===== src/rtl/alu_muldiv.sv =====
// Registered EX-stage ALU with single-cycle ops and iterative signed/unsigned
// multiply and divide behind a valid/ready handshake.
module alu_muldiv #(
  parameter int WIDTH = 32,
  localparam int SHW = $clog2(WIDTH)
) (
  input  logic             clk,
  input  logic             reset_n,
  input  logic             in_valid,
  output logic             in_ready,
  input  logic [WIDTH-1:0] A,
  input  logic [WIDTH-1:0] B,
  input  logic [4:0]       ALUOp,
  output logic             out_valid,
  output logic [WIDTH-1:0] Y,
  output logic [WIDTH-1:0] Hi,
  output logic             z,
  output logic             v,
  output logic             n
);

  localparam logic [4:0] OP_ADD   = 5'b00000;
  localparam logic [4:0] OP_SUB   = 5'b00001;
  localparam logic [4:0] OP_EQ    = 5'b00101;
  localparam logic [4:0] OP_LT    = 5'b00111;
  localparam logic [4:0] OP_LE    = 5'b01101;
  localparam logic [4:0] OP_SLL   = 5'b01000;
  localparam logic [4:0] OP_SRL   = 5'b01001;
  localparam logic [4:0] OP_SRA   = 5'b01011;
  localparam logic [4:0] OP_PASS  = 5'b11010;
  localparam logic [4:0] OP_AND   = 5'b11000;
  localparam logic [4:0] OP_NOR   = 5'b10001;
  localparam logic [4:0] OP_OR    = 5'b11110;
  localparam logic [4:0] OP_XNOR  = 5'b11001;
  localparam logic [4:0] OP_XOR   = 5'b10110;
  localparam logic [4:0] OP_MULT  = 5'b10000;
  localparam logic [4:0] OP_MULTU = 5'b10010;
  localparam logic [4:0] OP_DIV   = 5'b10100;
  localparam logic [4:0] OP_DIVU  = 5'b10011;

  localparam int M = WIDTH - 1;
  localparam logic [WIDTH-1:0]   ZERO_W   = {WIDTH{1'b0}};
  localparam logic [WIDTH-1:0]   ONES_W   = {WIDTH{1'b1}};
  localparam logic [WIDTH-1:0]   ONE_W    = {{(WIDTH-1){1'b0}}, 1'b1};
  localparam logic [WIDTH-1:0]   MIN_W    = {1'b1, {(WIDTH-1){1'b0}}};
  localparam logic [2*WIDTH-1:0] ONE_2W   = {{(2*WIDTH-1){1'b0}}, 1'b1};
  localparam logic [SHW-1:0]     CNT_ZERO = {SHW{1'b0}};
  localparam logic [SHW-1:0]     CNT_ONE  = {{(SHW-1){1'b0}}, 1'b1};
  localparam logic [SHW-1:0]     CNT_TOP  = {SHW{1'b1}};

  typedef enum logic [1:0] {IDLE, CALC, FIX} state_t;

  state_t           state_r;
  logic [SHW-1:0]   cnt_r;
  logic             fix_ph_r;
  logic             is_div_r;
  logic             neg_q_r;
  logic             neg_r_r;
  logic             div0_r;
  logic             ovf_r;
  logic [WIDTH-1:0] opa_raw_r;
  logic [WIDTH-1:0] opb_r;
  logic [WIDTH-1:0] hi_r;
  logic [WIDTH-1:0] lo_r;

  logic [WIDTH-1:0] alu_y_s, sum_s, dif_s;
  logic             alu_v_s;
  logic [SHW-1:0]   sh_s;
  logic             multi_s, sgn_s, div_s;
  logic [WIDTH-1:0] mag_a_s, mag_b_s;
  logic [WIDTH:0]   add_s, rsh_s, diff_s;
  logic [WIDTH-1:0] step_hi_s, step_lo_s, fix_hi_s, fix_lo_s;
  logic             mz_s, mn_s, mv_s;

  assign in_ready = (state_r == IDLE);

  // Single-cycle result and overflow for the operation currently presented
  always_comb begin
    alu_y_s = ZERO_W;
    alu_v_s = 1'b0;
    sum_s   = A + B;
    dif_s   = A - B;
    sh_s    = B[SHW-1:0];
    case (ALUOp)
      OP_ADD:  begin
        alu_y_s = sum_s;
        alu_v_s = (A[M] == B[M]) && (sum_s[M] != A[M]);
      end
      OP_SUB:  begin
        alu_y_s = dif_s;
        alu_v_s = (A[M] != B[M]) && (dif_s[M] != A[M]);
      end
      OP_EQ:   alu_y_s = {{(WIDTH-1){1'b0}}, (A == B)};
      OP_LT:   alu_y_s = {{(WIDTH-1){1'b0}}, ($signed(A) < $signed(B))};
      OP_LE:   alu_y_s = {{(WIDTH-1){1'b0}}, ($signed(A) <= $signed(B))};
      OP_SLL:  alu_y_s = A << sh_s;
      OP_SRL:  alu_y_s = A >> sh_s;
      OP_SRA:  alu_y_s = $signed(A) >>> sh_s;
      OP_PASS: alu_y_s = A;
      OP_AND:  alu_y_s = A & B;
      OP_NOR:  alu_y_s = ~(A | B);
      OP_OR:   alu_y_s = A | B;
      OP_XNOR: alu_y_s = ~(A ^ B);
      OP_XOR:  alu_y_s = A ^ B;
      default: alu_y_s = ZERO_W;
    endcase
  end

  // Classify the presented op and form operand magnitudes for the iterative unit
  always_comb begin
    multi_s = 1'b0;
    sgn_s   = 1'b0;
    div_s   = 1'b0;
    case (ALUOp)
      OP_MULT:  begin multi_s = 1'b1; sgn_s = 1'b1; end
      OP_MULTU: begin multi_s = 1'b1; end
      OP_DIV:   begin multi_s = 1'b1; sgn_s = 1'b1; div_s = 1'b1; end
      OP_DIVU:  begin multi_s = 1'b1; div_s = 1'b1; end
      default:  begin multi_s = 1'b0; end
    endcase
    if (sgn_s && A[M]) mag_a_s = ~A + ONE_W;
    else               mag_a_s = A;
    if (sgn_s && B[M]) mag_b_s = ~B + ONE_W;
    else               mag_b_s = B;
  end

  // One shift-add (mul) or restoring-subtract (div) step on {hi_r, lo_r}
  always_comb begin
    add_s  = {(WIDTH+1){1'b0}};
    rsh_s  = {hi_r, lo_r[M]};
    diff_s = rsh_s - {1'b0, opb_r};
    if (is_div_r) begin
      if (!diff_s[WIDTH]) begin
        step_hi_s = diff_s[WIDTH-1:0];
        step_lo_s = {lo_r[WIDTH-2:0], 1'b1};
      end else begin
        step_hi_s = rsh_s[WIDTH-1:0];
        step_lo_s = {lo_r[WIDTH-2:0], 1'b0};
      end
    end else begin
      add_s     = {1'b0, hi_r} + (lo_r[0] ? {1'b0, opb_r} : {(WIDTH+1){1'b0}});
      step_hi_s = add_s[WIDTH:1];
      step_lo_s = {add_s[0], lo_r[WIDTH-1:1]};
    end
  end

  // Sign correction and divide special cases, then the flags of the final pair
  always_comb begin
    if (!is_div_r) begin
      if (neg_q_r) {fix_hi_s, fix_lo_s} = ~{hi_r, lo_r} + ONE_2W;
      else         {fix_hi_s, fix_lo_s} = {hi_r, lo_r};
    end else if (div0_r) begin
      fix_lo_s = ONES_W;
      fix_hi_s = opa_raw_r;
    end else if (ovf_r) begin
      fix_lo_s = MIN_W;
      fix_hi_s = ZERO_W;
    end else begin
      fix_lo_s = neg_q_r ? (~lo_r + ONE_W) : lo_r;
      fix_hi_s = neg_r_r ? (~hi_r + ONE_W) : hi_r;
    end
    if (is_div_r) begin
      mz_s = (lo_r == ZERO_W);
      mn_s = lo_r[M];
      mv_s = div0_r | ovf_r;
    end else begin
      mz_s = ({hi_r, lo_r} == {2*WIDTH{1'b0}});
      mn_s = hi_r[M];
      mv_s = 1'b0;
    end
  end

  // Control FSM, iterative datapath registers and registered outputs
  always_ff @(posedge clk or negedge reset_n) begin
    if (!reset_n) begin
      state_r   <= IDLE;
      cnt_r     <= CNT_ZERO;
      fix_ph_r  <= 1'b0;
      is_div_r  <= 1'b0;
      neg_q_r   <= 1'b0;
      neg_r_r   <= 1'b0;
      div0_r    <= 1'b0;
      ovf_r     <= 1'b0;
      opa_raw_r <= ZERO_W;
      opb_r     <= ZERO_W;
      hi_r      <= ZERO_W;
      lo_r      <= ZERO_W;
      out_valid <= 1'b0;
      Y         <= ZERO_W;
      Hi        <= ZERO_W;
      z         <= 1'b0;
      v         <= 1'b0;
      n         <= 1'b0;
    end else begin
      out_valid <= 1'b0;
      case (state_r)
        IDLE: begin
          if (in_valid && multi_s) begin
            is_div_r  <= div_s;
            neg_q_r   <= sgn_s & (A[M] ^ B[M]);
            neg_r_r   <= sgn_s & A[M];
            div0_r    <= div_s & (B == ZERO_W);
            ovf_r     <= (ALUOp == OP_DIV) && (A == MIN_W) && (B == ONES_W);
            opa_raw_r <= A;
            opb_r     <= mag_b_s;
            hi_r      <= ZERO_W;
            lo_r      <= mag_a_s;
            cnt_r     <= CNT_TOP;
            fix_ph_r  <= 1'b0;
            state_r   <= CALC;
          end else if (in_valid) begin
            Y         <= alu_y_s;
            Hi        <= ZERO_W;
            z         <= (alu_y_s == ZERO_W);
            n         <= alu_y_s[M];
            v         <= alu_v_s;
            out_valid <= 1'b1;
          end else begin
            state_r <= IDLE;
          end
        end
        CALC: begin
          hi_r  <= step_hi_s;
          lo_r  <= step_lo_s;
          cnt_r <= cnt_r - CNT_ONE;
          if (cnt_r == CNT_ZERO) state_r <= FIX;
          else                   state_r <= CALC;
        end
        FIX: begin
          // First FIX cycle corrects the pair in place; the second publishes it.
          if (!fix_ph_r) begin
            hi_r     <= fix_hi_s;
            lo_r     <= fix_lo_s;
            fix_ph_r <= 1'b1;
          end else begin
            Y         <= lo_r;
            Hi        <= hi_r;
            z         <= mz_s;
            n         <= mn_s;
            v         <= mv_s;
            out_valid <= 1'b1;
            fix_ph_r  <= 1'b0;
            state_r   <= IDLE;
          end
        end
        default: state_r <= IDLE;
      endcase
    end
  end

endmodule


===== config.mk =====
export PLATFORM = sky130hd
export DESIGN_NAME = alu_muldiv
export DESIGN_NICKNAME = d
export VERILOG_FILES = /design/src/rtl/alu_muldiv.sv
export SDC_FILE = /design/constraint.sdc
export NUM_CORES = 2
export LEC_CHECK = 0
export ABC_AREA = 1
export CORE_MARGIN = 4
export CORE_UTILIZATION = 50
export CTS_BUF_LIST = sky130_fd_sc_hd__clkbuf_16
export DETAILED_ROUTE_END_ITERATION = 8
export PLACE_DENSITY_LB_ADDON = 0.2
export SLEW_MARGIN = 20
export SYNTH_ARGS = -nofsm -noshare
export SYNTH_HDL_FRONTEND = slang
export SYNTH_SLANG_ARGS = --single-unit

===== constraint.sdc =====
create_clock -name clk -period 3.34 [get_ports clk]
set_input_delay 0.668 -clock clk [delete_from_list [all_inputs] [get_ports clk]]
set_output_delay 0.668 -clock clk [all_outputs]
set_load 0.01 [all_outputs]

Word-level counts from Yosys, hierarchy flattened. Index checks and enable logic that the tools add are counted.

Bits in registers: 209. Word-level logic and storage cells: 175. Bits of input ports: 72.

Reductions and logical operators: 27. Muxes and demuxes: 65. Add/sub/neg operators: 10. Equal/unequal tests: 35. Bitwise logic cells: 15. Magnitude comparators: 2. Shift operators: 3.

Operator list (count): 2-to-1 mux 32 bit (26); case mux 32 bit (14 select lines) (1); inverter 32 bit (6); case mux 32 bit (3 select lines) (2); adder 32 x 1 -> 32 bit (second input constant) (4); case mux 32 bit (2 select lines) (2); logical NOT 32 bit (3); adder 64 x 1 -> 64 bit (second input constant) (1); == test 32 bit (second input constant) (2); logical NOT 64 bit (1); inverter 64 bit (1); == test 5 bit (second input constant) (10); adder 32 x 32 -> 33 bit (1); subtractor 33 x 32 -> 33 bit (1); adder 32 bit (1); AND 32 bit (1); == test 32 bit (1); <= comparator 32 bit (1); less-than comparator 32 bit (1); bitwise OR 32 bit (1); left shift 32 x 5 -> 32 bit (1); >> shifter 32 x 5 -> 32 bit (1); >>> shifter 32 x 5 -> 32 bit (1); subtractor 32 bit (1); 34 further kinds (86).

Logic depth before layout (Yosys ltp).
Depth in word-level cells: 8. Depth in mapped cells: 25.

Least setup slack after synthesis. Ideal clock, no wire load.

Path type: input to register. From: input B[4]. To: register z. Required time: 3.263 ns. Path slack: 0.031 ns. Cell stages on the path: 21. Data arrival time: 3.231 ns. Cells stage by stage: buf_2 -> inv_1 -> clkbuf_1 -> buf_2 -> ha_1 -> clkbuf_2 -> nor2_1 -> nand3_1 -> nand3_1 -> nand2_1 -> nand2_1 -> nand2_1 -> nand3_1 -> nand2_1 -> nor3_1 -> nand2_1 -> nor2_1 -> nand2_1 -> nor2_1 -> nand4_1 -> a21oi_1.

Cells in the longest elaborated chain, start to end: 7. Elaborated cells between the ends (all ways): 18. Classes of those cells: add/sub: 2; order compare: 2; eq/ne: 1; shift: 3; mux: 4; bitwise: 5; reduce/logical: 1.

RTL lines: from (decl) (line 12) `input logic [WIDTH-1:0] B,`; branches (longest 2 deep; another with subtractor 32 bit); case mux 32 bit (14 select lines) * (line 84) `case (ALUOp)`; logical NOT 32 bit * (line 214) `z <= (alu_y_s == ZERO_W);`; 2-to-1 mux 1 bit * (line 211) `end else if (in_valid) begin`; 2-to-1 mux 1 bit * (line 198) `if (in_valid && multi_s) begin`; case mux 1 bit (2 select lines) * (line 196) `case (state_r)`; to (signal assigned) (line 214); to (signal assigned) (line 238) `z <= mz_s;`; to (decl) (line 17) `output logic z,`.

Every way passes the cells marked *. The select of a mux whose other input is x is not followed. A chain may end at the register's enable or synchronous reset.

Worst setup path after layout.
From: input B[17]. To: register z.

The elaborated chain is that of the path after synthesis.

==> qor.csv <==
metric,value,unit
status,finished with violations,
violations,negative setup slack,
finalSetupViolations,1,
ys_ff_latch,209,
end_kind,flip-flop,
worst-r2r-cell-count,21,
nNetsFinal,6303,
synth_area,29600,sq um
insertion_delay,0.58,ns
die_area,63200,sq um
cts-buffers-inserted,23,
met2_length,71700,microns
clock_sinks,209,
synth-async-reset-ratio,100,%
synth_ff_type,dfrtp_1,
grt_usage,52.1,%
sw_frac_of_total,54.8,%
r2r_slack,0.04,ns
post-place-ws,-1.17,ns
holdBufCountCts,0,
wl_per_cell,25.3,microns
hold-worst-slack,0.0928,ns
placementRows,88,
critPathKind,input port to flip-flop,
ys_seq_area_share,17.7,%
cp.arrival,3.91,ns
cp-startpoint,B[17],
viasPerCell,6.17,
finClkSkew,0.0470,ns
cts_root_buffer,clkbuf_16,
drtIter0Drc,6289,
p_int,10.2,mW
p_total,22.5,mW
drive_gt1_share,17.7,%
initial_utilization,50.9,%
synth_area_leaders,"nand2_1, dfrtp_1, nand3_1",
fin_ws,-0.0998,ns
timing.rr.start,lo_r[31]$_DFFE_PN0P_,
cap_violations,0,
avgSynthCellArea,5.61,sq um
dp_hpwl,139000,microns
crit_path_start_kind,input port,
p_clk_share,12.8,%
powerDensity,578,nW/um^2
globalplace.congestion,1.21,
die_w,251,microns
top_layer,met5,
core-area,58100,sq um
r2r-end,hi_r[6]$_DFFE_PN0P_,
clockBufferDepth,3,
pin_count,141,
critPathCapture,z$_DFFE_PN0P_,
drc,0,
vias,42200,
wl_met3,22800,microns
synth_edf_count,0,
crit_fanout,5,
antenna_left,0,
area.growth.synth_to_final,31.3,%
final_max_slew_viol_count,0,
grt_pass1_wl,248000,microns
p_switching,12.3,mW
min_period,3.44,ns
io_buffers,140,
synth_nets,5525,
worstMarginPinSlew,0.920,ns
fillCellCount,5499,
drt-pass1-iter-count,7,
synth_cells,5275,
grt_max_degree,72,
grt_pass1_vias,39400,
fin_crit_sh,103,%
wl_met1,56400,microns
power_frac_seq,19.4,%
die_y,251,microns
hold_path.class,input port to asynchronous set/reset pin,
ys_types,62,
grt_setup_unrepaired,yes,
worst_ir_drop_vdd,538,uV
cts_tree,done,
synth.largest_area_cell,nand2_1,
hold_viol,0,
cp.required,3.81,ns
clk_pin_slew,0.07,ns
cellLeakagePower,20.7,nW
combPwrFrac,67.8,%
timing.fmax,0.291,GHz
antenna_found_initial,10,
h-tree-depth,1,
grt_overflow,0,
relSlewSlack,38.0,%
wirelength,173000,microns
synth.top_cell.area_share,19.9,%
synth-warning-count,0,
[kinds of logic after synthesis]
logic type	Yosys count	synth area share, %
fa+ha+maj	178	7.62
flops	209	17.7
compound gates	944	17.5
xor+xnor	86	2.54
buf+inv	903	12.1
simple gates	2955	42.5
[cell type report]
cell class / count / area (sq um) / area share [%]
multi-input cells: 4163 / 21200 / 54.5
repair buffers: 986 / 8130 / 20.9
flip-flops and latches: 209 / 5230 / 13.5
inverters: 670 / 2530 / 6.50
well taps: 765 / 957 / 2.46
clock buffers: 23 / 576 / 1.48
clock inverters: 18 / 243 / 0.624
diodes: 7 / 17.5 / 0.0450
[synthesized netlist by cell type, types with 13 or more instances]
cell type	count
o31ai_1	29
nor2_2	18
nand3_1	602
a31oi_1	35
buf_1	16
nand3b_1	18
xor2_1	78
nor2_1	505
clkbuf_1	119
o22ai_1	16
o21ai_1	42
a21oi_1	356
inv_1	638
o211ai_1	26
ha_1	174
nand2_1	1570
nor3_1	79
buf_2	77
inv_2	22
nand4_1	84
or2_2	14
a21o_1	14
o21ai_0	359
nor4_1	17
nor2_4	13
o21bai_1	15
dfrtp_1	209
[critical path, cell delays in order]
cell,delay [ns]
clkdlybuf4s50_1,0.54
clkinvlp_4,0.23
ha_4,0.35
buf_4,0.13
nand2_1,0.09
buf_4,0.15
nor2_2,0.16
nand2_1,0.17
nor2_1,0.17
nand2_2,0.12
nand3_1,0.11
nand2_1,0.05
nand3_1,0.07
nand4_1,0.18
nor2_1,0.15
nand2_1,0.08
nor2_2,0.12
buf_4,0.12
nand4_1,0.09
a21oi_1,0.15
[metal layers]
layer | GRT usage (%) | vias to the layer above
met1 | 58.3 | 18800
met2 | 79.9 | 3379
met4 | 48.1 | 4
li1 | - | 18800
met3 | 14.7 | 1143
met5 | 0.451 | -
[through the flow]
step	cells	cell area (sq um)	util (%)	setup TNS, ns
after floorplan	5275	29600	-	0
after global placement	6789	37600	64.7	-16.46
after detailed placement	6789	37600	64.7	-17.78
after CTS	6832	38600	66.4	0
after global routing	6835	38900	66.9	-0.282
final	6841	38900	66.9	-0.0998
[power groups by stage]
stage	clock network [mW]	registers [mW]	logic [mW]
6_report	2.89	4.36	15.2
5_1_grt	2.97	4.39	16.3
2_1_floorplan	0	3.98	8.95
4_1_cts	2.86	4.26	14.4
3_3_place_gp	0	4.25	14.1
3_5_place_dp	0	4.28	14.2
[cell usage in the layout (no fill, tap or decap), drive strengths merged, types with 25 or more instances in the layout]
cell type / n
xor2: 78
nand4: 85
nor3: 85
clkdlybuf4s50: 134
a21oi: 356
o211ai: 27
nand2: 1581
o31ai: 31
o21ai: 403
nor2: 536
inv: 664
nand3: 607
dfrtp: 209
clkbuf: 25
a31oi: 35
ha: 174
buf: 849
[how the worst min path moves through the flow]
stage | start | to | slack [ns] | cells after the start
CTS | reset_n | hi_r[25]$_DFFE_PN0P_ | 0.11 | 1
global placement | cnt_r[4]$_DFFE_PN0P_ | state_r[1]$_DFFE_PN0P_ | 0.45 | 1
floorplan | reset_n | Hi[0]$_DFFE_PN0P_ | 0.37 | 0
finish | reset_n | hi_r[25]$_DFFE_PN0P_ | 0.09 | 1
global route | reset_n | hi_r[31]$_DFFE_PN0P_ | 0.13 | 1
detailed placement | Hi[17]$_DFFE_PN0P_ | Hi[17]$_DFFE_PN0P_ | 0.47 | 2
[sequential cells by signal, indices dropped and copies added, names as in the netlist]
name	cells
neg_r_r	1
ovf_r	1
Hi	32
lo_r	32
Y	32
n	1
cnt_r	5
div0_r	1
state_r	2
is_div_r	1
out_valid	1
opa_raw_r	32
fix_ph_r	1
hi_r	32
opb_r	32
neg_q_r	1
v	1
z	1
[timing repair]
item / CTS / global route
resized for setup: 43 / 66
gates cloned: 0 / 1
setup endpoints to repair: 7 / 38
buffers inserted: 2 / 1
pin swaps: 5 / 5
Note: power is estimated with default switching activity, not from simulation.
